File: src/rtl/arb_pkg.sv
`default_nettype none
// ============================================================================
//  Package : arb_pkg
//  Brief   : Shared constants, FSM state type and width helper for the
//            parametrised N-requester arbiter (param_arbiter).
//  Revision: 1.0 - initial release
// ============================================================================
package arb_pkg;

    // Arbitration modes selected by the MODE parameter
    localparam int MODE_FIXED = 0;
    localparam int MODE_RR    = 1;

    // Wait counters hold values up to STARVE_LIMIT (max 15)
    localparam int c_cnt_w = 4;

    typedef enum logic [0:0] {
        IDLE  = 1'b0,
        GRANT = 1'b1
    } arb_state_t;

    // Index width for an N-entry one-hot vector (never narrower than 1 bit)
    function automatic int idx_w(input int n);
        return (n > 1) ? $clog2(n) : 1;
    endfunction

endpackage : arb_pkg
`default_nettype wire

File: src/rtl/param_arbiter_if.sv
`default_nettype none
// ============================================================================
//  Interface : param_arbiter_if
//  Brief     : Request/grant bundle between the requesting masters and the
//              arbiter.
//              req     - level-sensitive request lines (masters -> arbiter)
//              gnt     - one-hot registered grant
//              gnt_idx - index of current owner, valid while busy=1
//              busy    - a grant is held
//              starved - per-requester wait counter saturated
//              timeout - one-cycle pulse on forced release
//  Modports  : master (requester side), slave (arbiter side)
//  Revision  : 1.0 - initial release
// ============================================================================
interface param_arbiter_if
    import arb_pkg::*;
#(
    parameter int N = 4
);
    localparam int c_iw = idx_w(N);

    logic [N-1:0]    req;
    logic [N-1:0]    gnt;
    logic [c_iw-1:0] gnt_idx;
    logic            busy;
    logic [N-1:0]    starved;
    logic            timeout;

    modport master (
        output req,
        input  gnt,
        input  gnt_idx,
        input  busy,
        input  starved,
        input  timeout
    );

    modport slave (
        input  req,
        output gnt,
        output gnt_idx,
        output busy,
        output starved,
        output timeout
    );

endinterface : param_arbiter_if
`default_nettype wire

File: src/rtl/arb_rr_pick.sv
`default_nettype none
// ============================================================================
//  Module  : arb_rr_pick
//  Brief   : Combinational rotating-base priority picker. Scans i_mask
//            starting at i_base and wrapping circularly; the first set bit
//            wins.
//            i_mask   - candidate vector
//            i_base   - index given highest priority
//            o_onehot - one-hot winner (zero when none)
//            o_idx    - winner index
//            o_valid  - at least one candidate present
//  Revision: 1.0 - initial release
// ============================================================================
module arb_rr_pick #(
    parameter int N  = 4,
    parameter int IW = 2
) (
    input  logic [N-1:0]  i_mask,
    input  logic [IW-1:0] i_base,
    output logic [N-1:0]  o_onehot,
    output logic [IW-1:0] o_idx,
    output logic          o_valid
);

    always_comb begin
        int pos;
        pos      = 0;
        o_onehot = '0;
        o_idx    = '0;
        o_valid  = 1'b0;
        // Walk from the farthest offset back to the base so the nearest
        // candidate to the base is the last one written and therefore wins.
        for (int k = N - 1; k >= 0; k--) begin
            pos = int'(i_base) + k;
            if (pos >= N) begin
                pos = pos - N;
            end
            if (i_mask[IW'(pos)]) begin
                o_valid = 1'b1;
                o_idx   = IW'(pos);
            end
        end
        if (o_valid) begin
            o_onehot[o_idx] = 1'b1;
        end
    end

endmodule : arb_rr_pick
`default_nettype wire

File: src/rtl/param_arbiter.sv
`default_nettype none
// ============================================================================
//  Module  : param_arbiter
//  Brief   : N-requester arbiter with fixed-priority or round-robin
//            selection, per-requester starvation aging and registered
//            one-hot grants. Optional grant time limit under the macro
//            ARB_TIMEOUT_EN (grant force-released after MAX_HOLD cycles).
//  Ports   : Clock  - rising-edge clock
//            Resetn - asynchronous active-low reset
//            bus    - param_arbiter_if.slave (req in; gnt, gnt_idx, busy,
//                     starved, timeout out)
//  Params  : N (2..16), MODE (0 fixed, 1 round-robin),
//            STARVE_LIMIT (1..15), MAX_HOLD (timeout build only)
//  Revision: 1.0 - initial release
// ============================================================================
module param_arbiter
    import arb_pkg::*;
#(
    parameter int N            = 4,
    parameter int MODE         = 0,
    parameter int STARVE_LIMIT = 3,
    parameter int MAX_HOLD     = 8
) (
    input  logic           Clock,
    input  logic           Resetn,
    param_arbiter_if.slave bus
);

    localparam int c_iw = idx_w(N);

    // ------------------------------------------------------------------
    // State
    // ------------------------------------------------------------------
    arb_state_t        r_state;
    arb_state_t        w_next_state;
    logic [N-1:0]      r_gnt;
    logic [c_iw-1:0]   r_gnt_idx;
    logic              r_busy;
    logic              r_timeout;
    logic [c_iw-1:0]   r_last;
    logic [c_cnt_w-1:0] r_cnt [N];

    logic [N-1:0]      w_gnt_d;
    logic [c_iw-1:0]   w_gnt_idx_d;
    logic              w_busy_d;
    logic              w_timeout_d;

    logic [N-1:0]      w_starved;
    logic [N-1:0]      w_elig;
    logic [c_iw-1:0]   w_base;
    logic              w_owner_req;
    logic              w_release;
    logic              w_expire;
    logic              w_take;

    logic [N-1:0]      w_s_oh;
    logic [c_iw-1:0]   w_s_idx;
    logic              w_s_valid;
    logic [N-1:0]      w_p_oh;
    logic [c_iw-1:0]   w_p_idx;
    logic              w_p_valid;
    logic [N-1:0]      w_pick_oh;
    logic [c_iw-1:0]   w_pick_idx;
    logic              w_pick_valid;

    // ------------------------------------------------------------------
    // Starvation flags come straight from the saturated wait counters
    // ------------------------------------------------------------------
    always_comb begin
        for (int i = 0; i < N; i++) begin
            w_starved[i] = (r_cnt[i] == c_cnt_w'(STARVE_LIMIT));
        end
    end

    assign w_owner_req = bus.req[r_gnt_idx];
    assign w_release   = (r_state == GRANT) && !w_owner_req;

`ifdef ARB_TIMEOUT_EN
    localparam int c_hw = $clog2(MAX_HOLD + 1);

    logic [c_hw-1:0] r_hold;
    logic            r_excl_vld;
    logic [c_iw-1:0] r_excl_idx;
    logic [N-1:0]    w_excl_oh;
    logic [N-1:0]    w_others;

    // A normal release (owner dropped req) takes precedence over expiry
    assign w_expire = (r_state == GRANT) && w_owner_req &&
                      (r_hold == c_hw'(MAX_HOLD));

    // The expired owner sits out the next pick unless it is alone
    assign w_excl_oh = r_excl_vld ? (N'(1) << r_excl_idx) : '0;
    assign w_others  = bus.req & ~w_excl_oh;
    assign w_elig    = (|w_others) ? w_others : bus.req;

    always_ff @(posedge Clock or negedge Resetn) begin
        if (!Resetn) begin
            r_hold     <= '0;
            r_excl_vld <= 1'b0;
            r_excl_idx <= '0;
        end else begin
            if (w_take) begin
                r_hold     <= c_hw'(1);
                r_excl_vld <= 1'b0;
            end else if (w_expire) begin
                r_hold     <= '0;
                r_excl_vld <= 1'b1;
                r_excl_idx <= r_gnt_idx;
            end else if ((r_state == GRANT) && !w_release) begin
                r_hold <= r_hold + 1'b1;
            end else begin
                r_hold <= '0;
            end
        end
    end
`else
    // Grants are held indefinitely; MAX_HOLD is referenced only so the
    // parameter stays part of the module interface in this build.
    assign w_expire = 1'b0 && (MAX_HOLD != 0);
    assign w_elig   = bus.req;
`endif

    // ------------------------------------------------------------------
    // Winner selection: starved requesters first (lowest index), then the
    // mode-dependent pick over all eligible requests.
    // ------------------------------------------------------------------
    always_comb begin
        w_base = '0;
        if (MODE == MODE_RR) begin
            w_base = (r_last == c_iw'(N - 1)) ? '0 : r_last + 1'b1;
        end
    end

    arb_rr_pick #(
        .N  (N),
        .IW (c_iw)
    ) u_pick_starved (
        .i_mask   (w_elig & w_starved),
        .i_base   ('0),
        .o_onehot (w_s_oh),
        .o_idx    (w_s_idx),
        .o_valid  (w_s_valid)
    );

    arb_rr_pick #(
        .N  (N),
        .IW (c_iw)
    ) u_pick_req (
        .i_mask   (w_elig),
        .i_base   (w_base),
        .o_onehot (w_p_oh),
        .o_idx    (w_p_idx),
        .o_valid  (w_p_valid)
    );

    assign w_pick_valid = w_p_valid;
    assign w_pick_oh    = w_s_valid ? w_s_oh  : w_p_oh;
    assign w_pick_idx   = w_s_valid ? w_s_idx : w_p_idx;
    assign w_take       = (r_state == IDLE) && w_pick_valid;

    // ------------------------------------------------------------------
    // FSM: state/output register
    // ------------------------------------------------------------------
    always_ff @(posedge Clock or negedge Resetn) begin
        if (!Resetn) begin
            r_state   <= IDLE;
            r_gnt     <= '0;
            r_gnt_idx <= '0;
            r_busy    <= 1'b0;
            r_timeout <= 1'b0;
        end else begin
            r_state   <= w_next_state;
            r_gnt     <= w_gnt_d;
            r_gnt_idx <= w_gnt_idx_d;
            r_busy    <= w_busy_d;
            r_timeout <= w_timeout_d;
        end
    end

    // FSM: next state
    always_comb begin
        w_next_state = r_state;
        case (r_state)
            IDLE:    if (w_pick_valid)           w_next_state = GRANT;
            GRANT:   if (w_release || w_expire)  w_next_state = IDLE;
            default:                             w_next_state = IDLE;
        endcase
    end

    // FSM: next registered outputs. Leaving GRANT always passes through
    // IDLE, which produces the one dead cycle with gnt=0.
    always_comb begin
        w_gnt_d     = r_gnt;
        w_gnt_idx_d = r_gnt_idx;
        w_busy_d    = r_busy;
        w_timeout_d = 1'b0;
        case (r_state)
            IDLE: begin
                if (w_pick_valid) begin
                    w_gnt_d     = w_pick_oh;
                    w_gnt_idx_d = w_pick_idx;
                    w_busy_d    = 1'b1;
                end else begin
                    w_gnt_d  = '0;
                    w_busy_d = 1'b0;
                end
            end
            GRANT: begin
                if (w_release || w_expire) begin
                    w_gnt_d     = '0;
                    w_busy_d    = 1'b0;
                    w_timeout_d = w_expire;
                end
            end
            default: begin
                w_gnt_d  = '0;
                w_busy_d = 1'b0;
            end
        endcase
    end

    // ------------------------------------------------------------------
    // Wait counters and last-grant pointer
    // ------------------------------------------------------------------
    always_ff @(posedge Clock or negedge Resetn) begin
        if (!Resetn) begin
            for (int i = 0; i < N; i++) begin
                r_cnt[i] <= '0;
            end
        end else begin
            for (int i = 0; i < N; i++) begin
                if (!bus.req[i]) begin
                    r_cnt[i] <= '0;
                end else if (w_take) begin
                    if (w_pick_idx == c_iw'(i)) begin
                        r_cnt[i] <= '0;
                    end else if (r_cnt[i] < c_cnt_w'(STARVE_LIMIT)) begin
                        r_cnt[i] <= r_cnt[i] + 1'b1;
                    end
                end
            end
        end
    end

    // Reset to N-1 so the first round-robin pick starts at index 0
    always_ff @(posedge Clock or negedge Resetn) begin
        if (!Resetn) begin
            r_last <= c_iw'(N - 1);
        end else if (w_take) begin
            r_last <= w_pick_idx;
        end
    end

    // ------------------------------------------------------------------
    // Outputs
    // ------------------------------------------------------------------
    assign bus.gnt     = r_gnt;
    assign bus.gnt_idx = r_gnt_idx;
    assign bus.busy    = r_busy;
    assign bus.starved = w_starved;
    assign bus.timeout = r_timeout;

endmodule : param_arbiter
`default_nettype wire

File: src/flat_wrapper.sv
// flat-port wrapper written by rule: the top's interface ports become plain ports
module param_arbiter_flat import arb_pkg::*;
#(
    parameter int N            = 4,
    parameter int MODE         = 0,
    parameter int STARVE_LIMIT = 3,
    parameter int MAX_HOLD     = 8
)
  (Clock, Resetn, bus_req, bus_gnt, bus_gnt_idx, bus_busy, bus_starved, bus_timeout);
  param_arbiter_if #(.N(N)) bus_i ();
  input  logic Clock;
  input  logic Resetn;
  input wire logic [$bits(bus_i.req)-1:0] bus_req;
  output wire logic [$bits(bus_i.gnt)-1:0] bus_gnt;
  output wire logic [$bits(bus_i.gnt_idx)-1:0] bus_gnt_idx;
  output wire logic [$bits(bus_i.busy)-1:0] bus_busy;
  output wire logic [$bits(bus_i.starved)-1:0] bus_starved;
  output wire logic [$bits(bus_i.timeout)-1:0] bus_timeout;
  assign bus_i.req = bus_req;
  assign bus_gnt = bus_i.gnt;
  assign bus_gnt_idx = bus_i.gnt_idx;
  assign bus_busy = bus_i.busy;
  assign bus_starved = bus_i.starved;
  assign bus_timeout = bus_i.timeout;
  param_arbiter #(.N(N), .MODE(MODE), .STARVE_LIMIT(STARVE_LIMIT), .MAX_HOLD(MAX_HOLD)) u_core (.Clock(Clock), .Resetn(Resetn), .bus(bus_i));
endmodule
File: config.mk
export PLATFORM = sky130hd
export DESIGN_NAME = param_arbiter_flat
export DESIGN_NICKNAME = d
export VERILOG_FILES = /design/src/rtl/arb_pkg.sv /design/src/rtl/param_arbiter_if.sv /design/src/rtl/arb_rr_pick.sv /design/src/rtl/param_arbiter.sv /design/src/flat_wrapper.sv
export SDC_FILE = /design/constraint.sdc
export NUM_CORES = 1
export LEC_CHECK = 0
export CORE_MARGIN = 3
export CORE_UTILIZATION = 54
export CTS_CLUSTER_DIAMETER = 40
export CTS_CLUSTER_SIZE = 40
export DETAILED_ROUTE_END_ITERATION = 10
export GPL_ROUTABILITY_DRIVEN = 0
export MAX_ROUTING_LAYER = met4
export PLACE_DENSITY = 0.93
export SYNTH_ARGS = -nofsm -noshare
export SYNTH_HDL_FRONTEND = slang
export SYNTH_SLANG_ARGS = --single-unit
File: constraint.sdc
create_clock -name Clock -period 2.41 [get_ports Clock]
set_input_delay 0.6025 -clock Clock [delete_from_list [all_inputs] [get_ports Clock]]
set_output_delay 0.6025 -clock Clock [all_outputs]
set_load 0.01 [all_outputs]
==> key figures <==
Status
  – Status: finished clean

Die
  – # IOs: 18
  – Area of the core: 1745 µm²
  – Die Y: 49.35 µm
  – Initial core utilization: 0.5814
  – Die width: around 49 µm
  – Number of cell rows: 15
  – Die area: 2435 µm²

Global route
  – Congestion Overflow GR: 0
  – First-pass GRT wire length: ~2.9 mm
  – Largest net degree at the start of global routing: 22
  – Vias in the first global route: between 600 and 700
  – Initial antenna violation count: 0
  – Total Routing Usage GR: 0.1608

STA
  – Hold Vio Cnt, Final: 0
  – Unrepaired setup endpoints after global routing: no
  – Final setup TNS: 0 ps
  – Rel. slew slack: 0.6201
  – Hold_ws: 494.2 ps
  – Skew final: ~1.8 ps
  – Worst slew pin tran: 569.9 ps
  – Min Tclk post-route: 2267 ps
  – Fmax: about 0.44 GHz
  – Final setup vio count: 0
  – Part of the cycle the worst path needs: 0.9405
  – Final slew viol count: 0

CTS
  – CTS tree: yes
  – Clk_lat worst skew: 300 ps
  – CTS root buffer: clkbuf_4
  – CTS Hold Bufs: 0
  – TritonCTS Sinks: 21
  – H-tree Lvls: 1
  – CTS Buffer Depth: 2
  – Clock transition at path regs: 110 ps
  – CTS Buf Count: 3

Drt
  – DRC: 0
  – WL per Instance: 12.83 µm
  – DRT Pass-1 Iters: 4
  – Final WL: 1.591 mm
  – Iteration-0 DRC Markers: 4
  – Via density: 5.234
  – DR vias: 649
  – Number of nets with antenna violations after routing: 0

Final layout
  – Nets@finish: 110
  – Most common cell after layout, fill and taps aside: dfrtp_1
  – Storage cell area: roughly 530 µm²
  – Most frequent cells in the layout: 21 x dfrtp_1, 12 x clkdlybuf4s50_1, 8 x and2_1
  – FILL cells: about 140
  – Area delta synth->final: 17.26%
  – Diodes inserted: 0
  – Share of layout cells above drive strength 1: 0.1313
  – Multi-input gate area: 462.9 µm²

Flow run
  – Max-Cap Viols: 0

Hold path
  – Worst hold path cell count: 2
  – HP Class: register to register

Setup path
  – Worst-case reg-to-reg path depth: 4
  – Worst Path Required: approximately 1800 ps
  – Startpoint Class: register
  – Setup Crit Path Kind: register to output port
  – CP Capture Type: output port
  – Crit path DAT: 1660 ps
  – Worst-path fanout max: 3

Place
  – IO Port Bufs: 13
  – DP Wirelength: between 1 and 1.5 mm

Yosys
  – Mean post-synth cell area: 12.23 µm²
  – Yosys reg bits: 21
  – YS warnings: 0
  – Mapped cell area: ~1000 µm²
  – Post-Synthesis Cells: 83
  – Seq/Total Area, Yosys: 0.5179
  – Distinct cells, synth: 32

Pwr
  – PwrDens: 531.9 nW/µm²
  – Peak VDD IR: about 370 µV
  – LEAKAGE: a little under 0.6 nW
-- logic make-up (layout without fill, tap and decap cells) --
kind of cell | Yosys count | in the layout | synth area share
xor+xnor | 2 | 2 | 0.01727
flops | 21 | 21 | 0.5179
other cells | 1 | 4 | 0.003696
mux | 5 | 5 | 0.05056
buf+inv | 6 | 19 | 0.04439
simple gates | 37 | 37 | 0.2639
fa+ha+maj | 4 | 4 | 0.04932
compound gates | 7 | 7 | 0.05302
-- power breakdown --
group / total, W / leakage [nW] / switching, W / internal [W]
Combinational: 0.0000831 / 0.286 / 0.0000395 / 0.0000435
Sequential: 0.000384 / 0.278 / 0.0000161 / 0.000368
Clock: 0.000166 / 0.0150 / 0.000102 / 0.0000646
Total: 0.000633 / 0.579 / 0.000157 / 0.000476
-- timing repair --
action                                 4_1_cts  5_1_grt
setup buffers                                0        0
setup endpoints to repair                    0        3
gates resized for setup                      0        3
endpoints found under the hold margin        0        0
-- cell usage after synthesis, drive strengths merged --
| library cell | n | area (µm²) |
|---|---|---|
| nand3b | 1 | 7.510 |
| dfrtp | 21 | 525.5 |
| o31ai | 1 | 7.510 |
| and3 | 2 | 12.51 |
| mux2 | 1 | 11.26 |
| and2 | 8 | 50.05 |
| ha | 4 | 50.05 |
| xor2 | 2 | 17.52 |
| a21oi | 1 | 5.000 |
| nand3 | 1 | 5.000 |
| inv | 1 | 3.750 |
| nor2 | 2 | 7.510 |
| a21boi | 1 | 7.510 |
| o41a | 1 | 11.26 |
| mux2i | 4 | 40.04 |
| a22o | 1 | 8.760 |
| and2b | 1 | 7.510 |
| nor3 | 1 | 10.01 |
| or2 | 2 | 12.52 |
| o2bb2ai | 1 | 8.760 |
| buf | 5 | 41.29 |
| conb | 1 | 3.750 |
| and4bb | 1 | 16.27 |
| nor3b | 4 | 30.03 |
| nand4 | 1 | 6.260 |
| nand2 | 6 | 22.52 |
| o21ai | 1 | 5.000 |
| nor2b | 4 | 25.02 |
| nor4 | 3 | 55.05 |
-- layout make-up --
| type | count | area share |
|---|---|---|
| sequential | 21 | 0.4416 |
| timing repair buffer | 14 | 0.1178 |
| clock buffer | 4 | 0.02208 |
| inverter | 1 | 0.003155 |
| tap | 25 | 0.02629 |
| multi-input combinational | 59 | 0.3891 |
-- metal layers --
metal / vias to the layer above / global-route usage / share of wire
met3: 5 / 0.03364 / 0.036
met5: - / - / 0
met1: 319 / 0.1795 / 0.42
li1: 314 / - / -
met2: 11 / 0.2656 / 0.52
met4: 0 / 0.09005 / 0.025
-- sequential cells by signal, indices dropped and copies added, names as in the netlist --
| register | count |
|---|---|
| u_core.r_state | 1 |
| u_core.bus.busy | 1 |
| u_core.bus.gnt | 2 |
| u_core.bus.gnt_idx | 1 |
| u_core.r_cnt | 16 |
-- per-stage QoR --
step	power (W)	cells	worst slack, ps	cell area (µm²)	utilization
3_3_place_gp	0.0004702	120	461.6	1154	0.6609
2_1_floorplan	0.0004416	86	911.7	1026	-
5_1_grt	0.0006657	124	26.72	1190	0.6817
3_5_place_dp	0.0004754	120	415.8	1154	0.6609
6_report	0.0006329	124	143.4	1190	0.6817
4_1_cts	0.0006423	124	69.87	1180	0.6760
-- critical path: stages (launching register included) --
cell             delay [ps]
dfrtp_1                 380
ha_2                    220
nor3b_1                 190
clkdlybuf4s50_1         560
-- final timing paths --
kind	startpoint	end	slack, ps
hold reg to reg	u_core.bus.busy	u_core.bus.busy	490
max in group asynchronous	Resetn	u_core.bus.gnt[1]	1580
setup reg to reg	u_core.r_cnt[12]	u_core.r_cnt[10]	1020
setup / recovery	u_core.r_cnt[8]	bus_starved[1]	140
min in group asynchronous	Resetn	u_core.r_cnt[9]	630
hold / removal	u_core.bus.busy	u_core.bus.busy	490
(Power assumes the default switching activity.)
